==> config.mk <==
export PLATFORM = sky130hd
export DESIGN_NAME = issue_ctrl
export DESIGN_NICKNAME = d
export VERILOG_FILES = /design/src/rtl/issue_ctrl_pkg.sv /design/src/rtl/issue_ctrl_tag_ring_ptr.sv /design/src/rtl/issue_ctrl.sv
export SDC_FILE = /design/constraint.sdc
export NUM_CORES = 1
export LEC_CHECK = 0
export ABC_AREA = 0
export BUFFER_PORTS_ARGS = -buffer_cell sky130_fd_sc_hd__buf_2
export CAP_MARGIN = 20
export CORE_MARGIN = 1.5
export CORE_UTILIZATION = 45
export DETAILED_ROUTE_END_ITERATION = 7
export MAX_ROUTING_LAYER = met4
export PLACE_DENSITY = 0.8
export SLEW_MARGIN = 5
export SYNTH_ARGS = -nofsm -noshare
export SYNTH_HDL_FRONTEND = slang
export SYNTH_SLANG_ARGS = --single-unit
==> constraint.sdc <==
create_clock -name clk -period 2.55 [get_ports clk]
set_input_delay 0.255 -clock clk [delete_from_list [all_inputs] [get_ports clk]]
set_output_delay 0.255 -clock clk [all_outputs]
set_load 0.02 [all_outputs]
==> src/rtl/issue_ctrl_pkg.sv <==
// Shared types and constants for the issue-stage sequencer.
// Holds the ROB sizing, the tag type, the sequencer state enum and the
// regstat write bundle, plus a saturating-increment helper.
package issue_ctrl_pkg;

  localparam int ROB_DEPTH    = 16;
  localparam int TAG_W        = $clog2(ROB_DEPTH);
  localparam int FLUSH_CYCLES = 1;
  // Flush counter holds FLUSH_CYCLES-1, and FLUSH_CYCLES is at most 7.
  localparam int FCNT_W       = 3;

  typedef logic [TAG_W-1:0] rob_tag_t;

  typedef enum logic {
    RUN   = 1'b0,
    FLUSH = 1'b1
  } issue_state_e;

  // One regstat write: enable, destination register, owning ROB tag.
  typedef struct packed {
    logic       writes;
    logic [4:0] dest;
    rob_tag_t   rob;
  } regstat_wr_t;

  function automatic logic [31:0] sat_inc32(input logic [31:0] v);
    return (v == 32'hFFFF_FFFF) ? v : v + 32'd1;
  endfunction

  function automatic logic [15:0] sat_inc16(input logic [15:0] v);
    return (v == 16'hFFFF) ? v : v + 16'd1;
  endfunction

endpackage

==> src/rtl/issue_ctrl_tag_ring_ptr.sv <==
// Wrapping ring pointer used for the ROB head and tail.
// Ports: clk/reset (sync, active-high), clr_i (sync clear to 0),
//        inc_i (advance by one, wrapping mod 2**TAG_W), ptr_o (current value).
module tag_ring_ptr #(
  parameter int TAG_W = 4
) (
  input  logic             clk,
  input  logic             reset,
  input  logic             clr_i,
  input  logic             inc_i,
  output logic [TAG_W-1:0] ptr_o
);

  logic [TAG_W-1:0] ptr_q;
  logic [TAG_W-1:0] ptr_d;

  // Clear wins over increment; the ring size is a power of two, so plain
  // overflow of the adder is the wrap.
  always_comb begin
    ptr_d = ptr_q;
    if (clr_i) begin
      ptr_d = '0;
    end else if (inc_i) begin
      ptr_d = ptr_q + {{(TAG_W-1){1'b0}}, 1'b1};
    end
  end

  always_ff @(posedge clk) begin
    if (reset) begin
      ptr_q <= '0;
    end else begin
      ptr_q <= ptr_d;
    end
  end

  assign ptr_o = ptr_q;

endmodule

==> src/rtl/issue_ctrl.sv <==
// Issue-stage sequencer: allocates ROB tags in order, decides whether the
// instruction in issue fires, drives the regstat write port and the stall,
// retires tags in order on commit and sequences the mispredict flush.
// Ports: clk/reset (sync, active-high); flush; instr_* / rs_avail from decode;
//        commit_valid/commit_rob from the ROB head; issue_* regstat write port;
//        stall, regstat_clear, rob_count/full/empty, commit_err pulse.
// Optional: define ISSUE_CTRL_STATS_EN to add saturating stall/flush counters
//        (stat_full_stalls, stat_rs_stalls, stat_flushes).
module issue_ctrl
  import issue_ctrl_pkg::*;
#(
  parameter int ROB_DEPTH    = issue_ctrl_pkg::ROB_DEPTH,
  parameter int TAG_W        = issue_ctrl_pkg::TAG_W,
  parameter int FLUSH_CYCLES = issue_ctrl_pkg::FLUSH_CYCLES
) (
  input  logic             clk,
  input  logic             reset,
  input  logic             flush,
  input  logic             instr_valid,
  input  logic             instr_writes_rd,
  input  logic [4:0]       instr_rd,
  input  logic             rs_avail,
  input  logic             commit_valid,
  input  logic [TAG_W-1:0] commit_rob,
  output logic             issue_fire,
  output logic [TAG_W-1:0] issue_rob,
  output logic             issue_writes,
  output logic [4:0]       issue_dest,
  output logic             stall,
  output logic             regstat_clear,
  output logic [TAG_W:0]   rob_count,
  output logic             rob_full,
  output logic             rob_empty,
  output logic             commit_err
`ifdef ISSUE_CTRL_STATS_EN
  ,
  output logic [31:0]      stat_full_stalls,
  output logic [31:0]      stat_rs_stalls,
  output logic [15:0]      stat_flushes
`endif
);

  localparam logic [TAG_W:0]    FULL_CNT   = ROB_DEPTH[TAG_W:0];
  localparam logic [FCNT_W-1:0] FLUSH_INIT = FCNT_W'(FLUSH_CYCLES - 1);

  issue_state_e      state_q, state_d;
  logic [FCNT_W-1:0] fcnt_q, fcnt_d;
  logic [TAG_W:0]    count_q, count_d;
  logic [TAG_W-1:0]  head;
  logic [TAG_W-1:0]  tail;
  logic              in_run;
  logic              legal_commit;
  logic              head_inc;
  regstat_wr_t       rs_wr;

  // ---------------------------------------------------------------------------
  // Tag pointers. A flush rewinds both to 0 in the same edge as count.
  // ---------------------------------------------------------------------------
  tag_ring_ptr #(.TAG_W(TAG_W)) u_head (
    .clk   (clk),
    .reset (reset),
    .clr_i (flush),
    .inc_i (head_inc),
    .ptr_o (head)
  );

  tag_ring_ptr #(.TAG_W(TAG_W)) u_tail (
    .clk   (clk),
    .reset (reset),
    .clr_i (flush),
    .inc_i (issue_fire),
    .ptr_o (tail)
  );

  // ---------------------------------------------------------------------------
  // Combinational status and issue decision
  // ---------------------------------------------------------------------------
  assign in_run    = (state_q == RUN);
  assign rob_full  = (count_q == FULL_CNT);
  assign rob_empty = (count_q == '0);
  assign rob_count = count_q;

  // Full blocks issue even if the head commits this cycle: the freed slot is
  // only visible from the next cycle, which keeps tags single-live.
  assign issue_fire = in_run & instr_valid & rs_avail & ~rob_full & ~flush;

  // Commits are only meaningful in RUN; during FLUSH the ROB is being torn
  // down and stray commits are silently dropped.
  assign legal_commit = in_run & commit_valid & ~rob_empty & (commit_rob == head);
  assign commit_err   = in_run & commit_valid & ~legal_commit;
  assign head_inc     = legal_commit & ~flush;

  // Writes to x0 still consume a tag but never touch regstat.
  assign rs_wr.writes = issue_fire & instr_writes_rd & (instr_rd != 5'd0);
  assign rs_wr.dest   = instr_rd;
  assign rs_wr.rob    = tail;

  assign issue_writes  = rs_wr.writes;
  assign issue_dest    = rs_wr.dest;
  assign issue_rob     = rs_wr.rob;

  assign regstat_clear = ~in_run;
  assign stall         = ~in_run | flush | (instr_valid & ~issue_fire);

  // ---------------------------------------------------------------------------
  // Sequencer FSM and occupancy count
  // ---------------------------------------------------------------------------
  always_comb begin
    state_d = state_q;
    fcnt_d  = fcnt_q;
    count_d = count_q;
    if (flush) begin
      // Restarts the dwell even if already flushing.
      state_d = FLUSH;
      fcnt_d  = FLUSH_INIT;
      count_d = '0;
    end else begin
      unique case (state_q)
        RUN: begin
          unique case ({issue_fire, legal_commit})
            2'b10:   count_d = count_q + {{TAG_W{1'b0}}, 1'b1};
            2'b01:   count_d = count_q - {{TAG_W{1'b0}}, 1'b1};
            default: count_d = count_q;
          endcase
        end
        FLUSH: begin
          // Leave on the cycle after the counter has reached 0, giving a
          // dwell of exactly FLUSH_CYCLES cycles.
          if (fcnt_q == '0) begin
            state_d = RUN;
          end else begin
            fcnt_d = fcnt_q - {{(FCNT_W-1){1'b0}}, 1'b1};
          end
        end
        default: state_d = RUN;
      endcase
    end
  end

  always_ff @(posedge clk) begin
    if (reset) begin
      state_q <= RUN;
      fcnt_q  <= '0;
      count_q <= '0;
    end else begin
      state_q <= state_d;
      fcnt_q  <= fcnt_d;
      count_q <= count_d;
    end
  end

`ifdef ISSUE_CTRL_STATS_EN
  // ---------------------------------------------------------------------------
  // Saturating stall / flush statistics; survive flushes, cleared by reset.
  // ---------------------------------------------------------------------------
  logic [31:0] full_stalls_q;
  logic [31:0] rs_stalls_q;
  logic [15:0] flushes_q;

  always_ff @(posedge clk) begin
    if (reset) begin
      full_stalls_q <= '0;
      rs_stalls_q   <= '0;
      flushes_q     <= '0;
    end else begin
      if (instr_valid & rob_full) begin
        full_stalls_q <= sat_inc32(full_stalls_q);
      end
      if (instr_valid & ~rs_avail & ~rob_full) begin
        rs_stalls_q <= sat_inc32(rs_stalls_q);
      end
      if (flush) begin
        flushes_q <= sat_inc16(flushes_q);
      end
    end
  end

  assign stat_full_stalls = full_stalls_q;
  assign stat_rs_stalls   = rs_stalls_q;
  assign stat_flushes     = flushes_q;
`endif

endmodule

==> results.txt <==
----------------------------------------------------
[Clocking]
  Setup Buffers After CTS ... 0
  Maximum clock path buffer count ... 2
  Clock edge transition at the registers on the reported setup and hold paths ... around 0.12 ns
  CTS root buf ... sky130_fd_sc_hd__clkbuf_4
  CTS tree ... yes
  H-tree depth reported by CTS ... 1
  Sink count of the clock tree ... 17
  Number of buffers created by CTS ... 3
  Source-to-sink clock delay at the later pin of the worst-skew pair ... 0.29 ns

[Route]
  Via count of the routed design ... roughly 1,100
  Met3 routed wirelength ... 167 um
  Routed length on met2 ... 1148 um
  Mean number of vias per cell ... approximately 5.3
  Wire length per cell after detailed routing ... 12.44 um
  Detailed-route wire length ... approximately 2600 um
  Pre-antenna DRT Iters ... 4
  Starting DRC count in detailed routing ... 43
  Final antenna-violating net count ... 0
  Detailed-route DRC error count ... 0
  Uppermost signal routing layer after detailed routing ... met4
  Met1 Routed Length ... 1219 um

[Floorplan]
  Number of top-level pins ... 37
  Number of standard-cell rows in the floorplan ... 17
  Die height ... 53.05 um
  Effective utilization at floorplan ... 49.07%
  Die Outline Area ... approximately 2800 sq um
  Die extent in x ... about 53 um
  Core area ... around 2300 sq um

[Power and ir drop]
  Net Sw Frac ... 27.60%
  Sequential fraction of design power ... 55.4%
  Internal cell power ... 0.0003520 W
  P_leak ... 0.5944 nW
  Worst supply voltage drop on vdd ... 0.0003943 V
  P per Cell Area ... ~350 nW/um^2
  Part of the total power dissipated in combinational logic ... 13.6%
  Net switching power of the design ... 0.0001342 W
  Clock network power share ... a little under a third

[Synthesis]
  Sequential-to-total area share from yosys stat ... 30.19%
  Number of warning messages in the yosys log ... 0
  Number of instances in the synthesized netlist ... 140
  Netlist area before placement ... 1127 sq um
  Count of different cell masters after synthesis ... 37
  Count of state elements after synthesis ... 17
  Async set-or-reset flop fraction in the synthesized netlist ... 0%
  Leading register cell type out of synthesis ... sky130_fd_sc_hd__dfxtp_1
  Nets in the synthesized netlist ... 162
  Number of enable-type register cells in the synthesized netlist ... 0
  Post-synthesis average cell area ... 8.052 sq um

[Critical path]
  Critical path peak fanout ... 8
  WS Path Type ... flip-flop to flip-flop
  Kind of launch point of the worst setup path ... flip-flop
  Worst Path Arrival ... 2.66 ns
  Slowest cell on the critical path ... sky130_fd_sc_hd__or4_4
  Largest stage delay on the critical path ... 0.63 ns
  Cells along the critical path ... or4_4, o21ai_4, ha_1, or2_2, a211o_1, mux2i_1, mux2i_1
  Critical Path Sink Type ... flip-flop
  Cell repeated most along the worst path ... sky130_fd_sc_hd__mux2i_1
  Data required time at the worst endpoint ... ~2.8 ns

[Global route]
  Via count of the first global-routing pass ... a little under 1,000
  Maximum number of pins on one net before global-route repair ... 16
  Remaining global-route overflow ... 0
  Global router's overall resource usage ... between 20 and 25%
  Wire length of the first global-routing pass ... between 4000 and 5000 um
  Antenna violations before repair ... 0

[Timing]
  Count of final max-slew check failures ... 0
  Fmax achieved ... 411.9 MHz
  Minimum period implied by the final worst setup slack ... between 2 and 2.5 ns
  Sum of negative setup slack ... 0 ns
  Final-report hold violation count ... 0
  Unrepaired setup endpoints after global routing ... false
  Worst Tran Pin Value ... 0.4349 ns
  Slew headroom ... between 70% and 80%
  Final setup fails ... 0
  Period Utilization, post-route ... 95.20%
  Worst Skew ... 0.01051 ns
  Least setup slack across all paths after layout ... approximately 0.12 ns

[Placement]
  Detail Placement HPWL ... roughly 2000 um
  Total instance count after detailed placement ... 201
  PortBufs ... 36
  Pre-CTS setup slack ... 0.1562 ns
  Placer congestion estimate ... 0.9326
  Area after detailed placement ... 1334 sq um

[Worst hold path]
  Worst min-delay path category ... primary input to flip-flop

[Final layout]
  Area growth from synthesis to layout ... 21.53%
  Fin cells ... 205
  Post-route cell area ... approximately 1400 sq um
  Count of nets after finishing ... 200
  Final antenna diode count ... 0
  Fraction of layout cells with a size suffix above 1 ... 32.77%

[Flow run]
  Max-Cap Viols ... 0

[Status]
  Run status ... completed

----------------------------------------------------
## stage by stage
stage	hold WS (ns)	util, %	power (W)
final	0.1394	59.64	0.0004862
after floorplan	0.3274	-	0.0003176
after global routing	0.1340	59.64	0.0005035
after detailed placement	0.4580	58.06	0.0003411
after CTS	0.1407	59.26	0.0004862
after global placement	0.4501	58.06	0.0003392
## cell usage after synthesis, drive strengths merged, types with 2 or more instances
cell    count  area (sq um)
a211o       3         26.28
a211oi      2         15.01
a21oi       5         25.02
and3        4         25.02
buf         6         42.54
clkbuf      3         11.26
dfxtp      17         340.3
ha          6         75.07
inv         8         30.03
mux2i       4         40.04
nand2      12         45.04
nand2b      3         18.77
nand3       4         20.02
nand4b      2         17.52
nor2       24         100.1
nor3        3         15.01
nor4        2         12.51
o21ai       5         36.29
o31ai       2         15.01
or2         2         12.51
or4         2         18.77
xnor2       9         78.83
xor2        4         35.03
## registers in the layout, summed over array words and instances, names as in the netlist
name           cells
regstat_clear      1
u_tail.ptr_o       4
rob_count          5
fcnt_q             3
u_head.ptr_o       4
## path summary, 6_finish.rpt
kind | depth (start not counted) | start | to | slack, ns
max | 7 | rob_count[0] | rob_count[3] | 0.12
min | 2 | reset | regstat_clear | 0.14
max reg2reg | 7 | rob_count[0] | rob_count[3] | 0.12
min reg2reg | 2 | fcnt_q[1] | fcnt_q[1] | 0.52
## cell type report
class | instances | area (sq um)
fillers | 218 | 927.1
repair buffers | 42 | 225.2
flip-flops and latches | 17 | 340.3
well taps | 28 | 35.03
clock buffers | 3 | 22.52
inverters | 8 | 30.03
clock inverters | 1 | 5.005
multi-input cells | 106 | 711.9
## layout by cell type, fill, tap and decap left out, types with 2 or more instances in the layout
cell type / instances
sky130_fd_sc_hd__nor3_1: 3
sky130_fd_sc_hd__xnor2_1: 9
sky130_fd_sc_hd__a21oi_1: 5
sky130_fd_sc_hd__dfxtp_1: 17
sky130_fd_sc_hd__a211o_1: 3
sky130_fd_sc_hd__nand2b_1: 3
sky130_fd_sc_hd__a211oi_1: 2
sky130_fd_sc_hd__o21ai_0: 4
sky130_fd_sc_hd__ha_1: 5
sky130_fd_sc_hd__xor2_1: 4
sky130_fd_sc_hd__inv_1: 7
sky130_fd_sc_hd__nand4b_1: 2
sky130_fd_sc_hd__clkbuf_4: 3
sky130_fd_sc_hd__nor2_1: 22
sky130_fd_sc_hd__o31ai_1: 2
sky130_fd_sc_hd__buf_2: 36
sky130_fd_sc_hd__buf_4: 6
sky130_fd_sc_hd__and3_1: 4
sky130_fd_sc_hd__or2_2: 2
sky130_fd_sc_hd__nand2_1: 12
sky130_fd_sc_hd__nand3_1: 4
sky130_fd_sc_hd__mux2i_1: 4
## power groups by stage
stage	Combinational, W	Sequential (W)	Clock, W
global placement	0.0000641	0.000275	0
floorplan	0.0000409	0.000277	0
CTS	0.0000661	0.000269	0.000151
finish	0.0000660	0.000269	0.000151
global route	0.0000714	0.000270	0.000162
detailed placement	0.0000659	0.000275	0
## critical path: cells and delay by family, from the launching register on
| kind | cells | cell delay [ns] |
|---|---|---|
| mux | 2 | 0.35 |
| flops | 1 | 0.41 |
| simple gates | 2 | 0.98 |
| compound gates | 2 | 0.38 |
| fa+ha+maj | 1 | 0.25 |
## metal layers
layer / up-vias / GRT usage (%)
li1: 549 / -
met1: 499 / 26.04
met2: 44 / 33.54
met3: 2 / 3.390
met4: 0 / 2.564
met5: - / -
## what timing repair did
item | in CTS | in global routing
hold endpoints to repair | 0 | 0
hold buffers | 0 | 0
setup endpoints to repair | 0 | 2
gates resized for setup | 0 | 2
## cell families after synthesis
family | share of synthesized area, %
flip-flops | 30.19
adder cells (fa/ha/maj) | 6.659
AO/OA/AOI/OAI | 12.76
multiplexers | 3.552
XOR/XNOR | 10.10
buffers and inverters | 7.436
AND/OR/NAND/NOR | 29.30
Note: power is estimated with default switching activity, not from simulation.
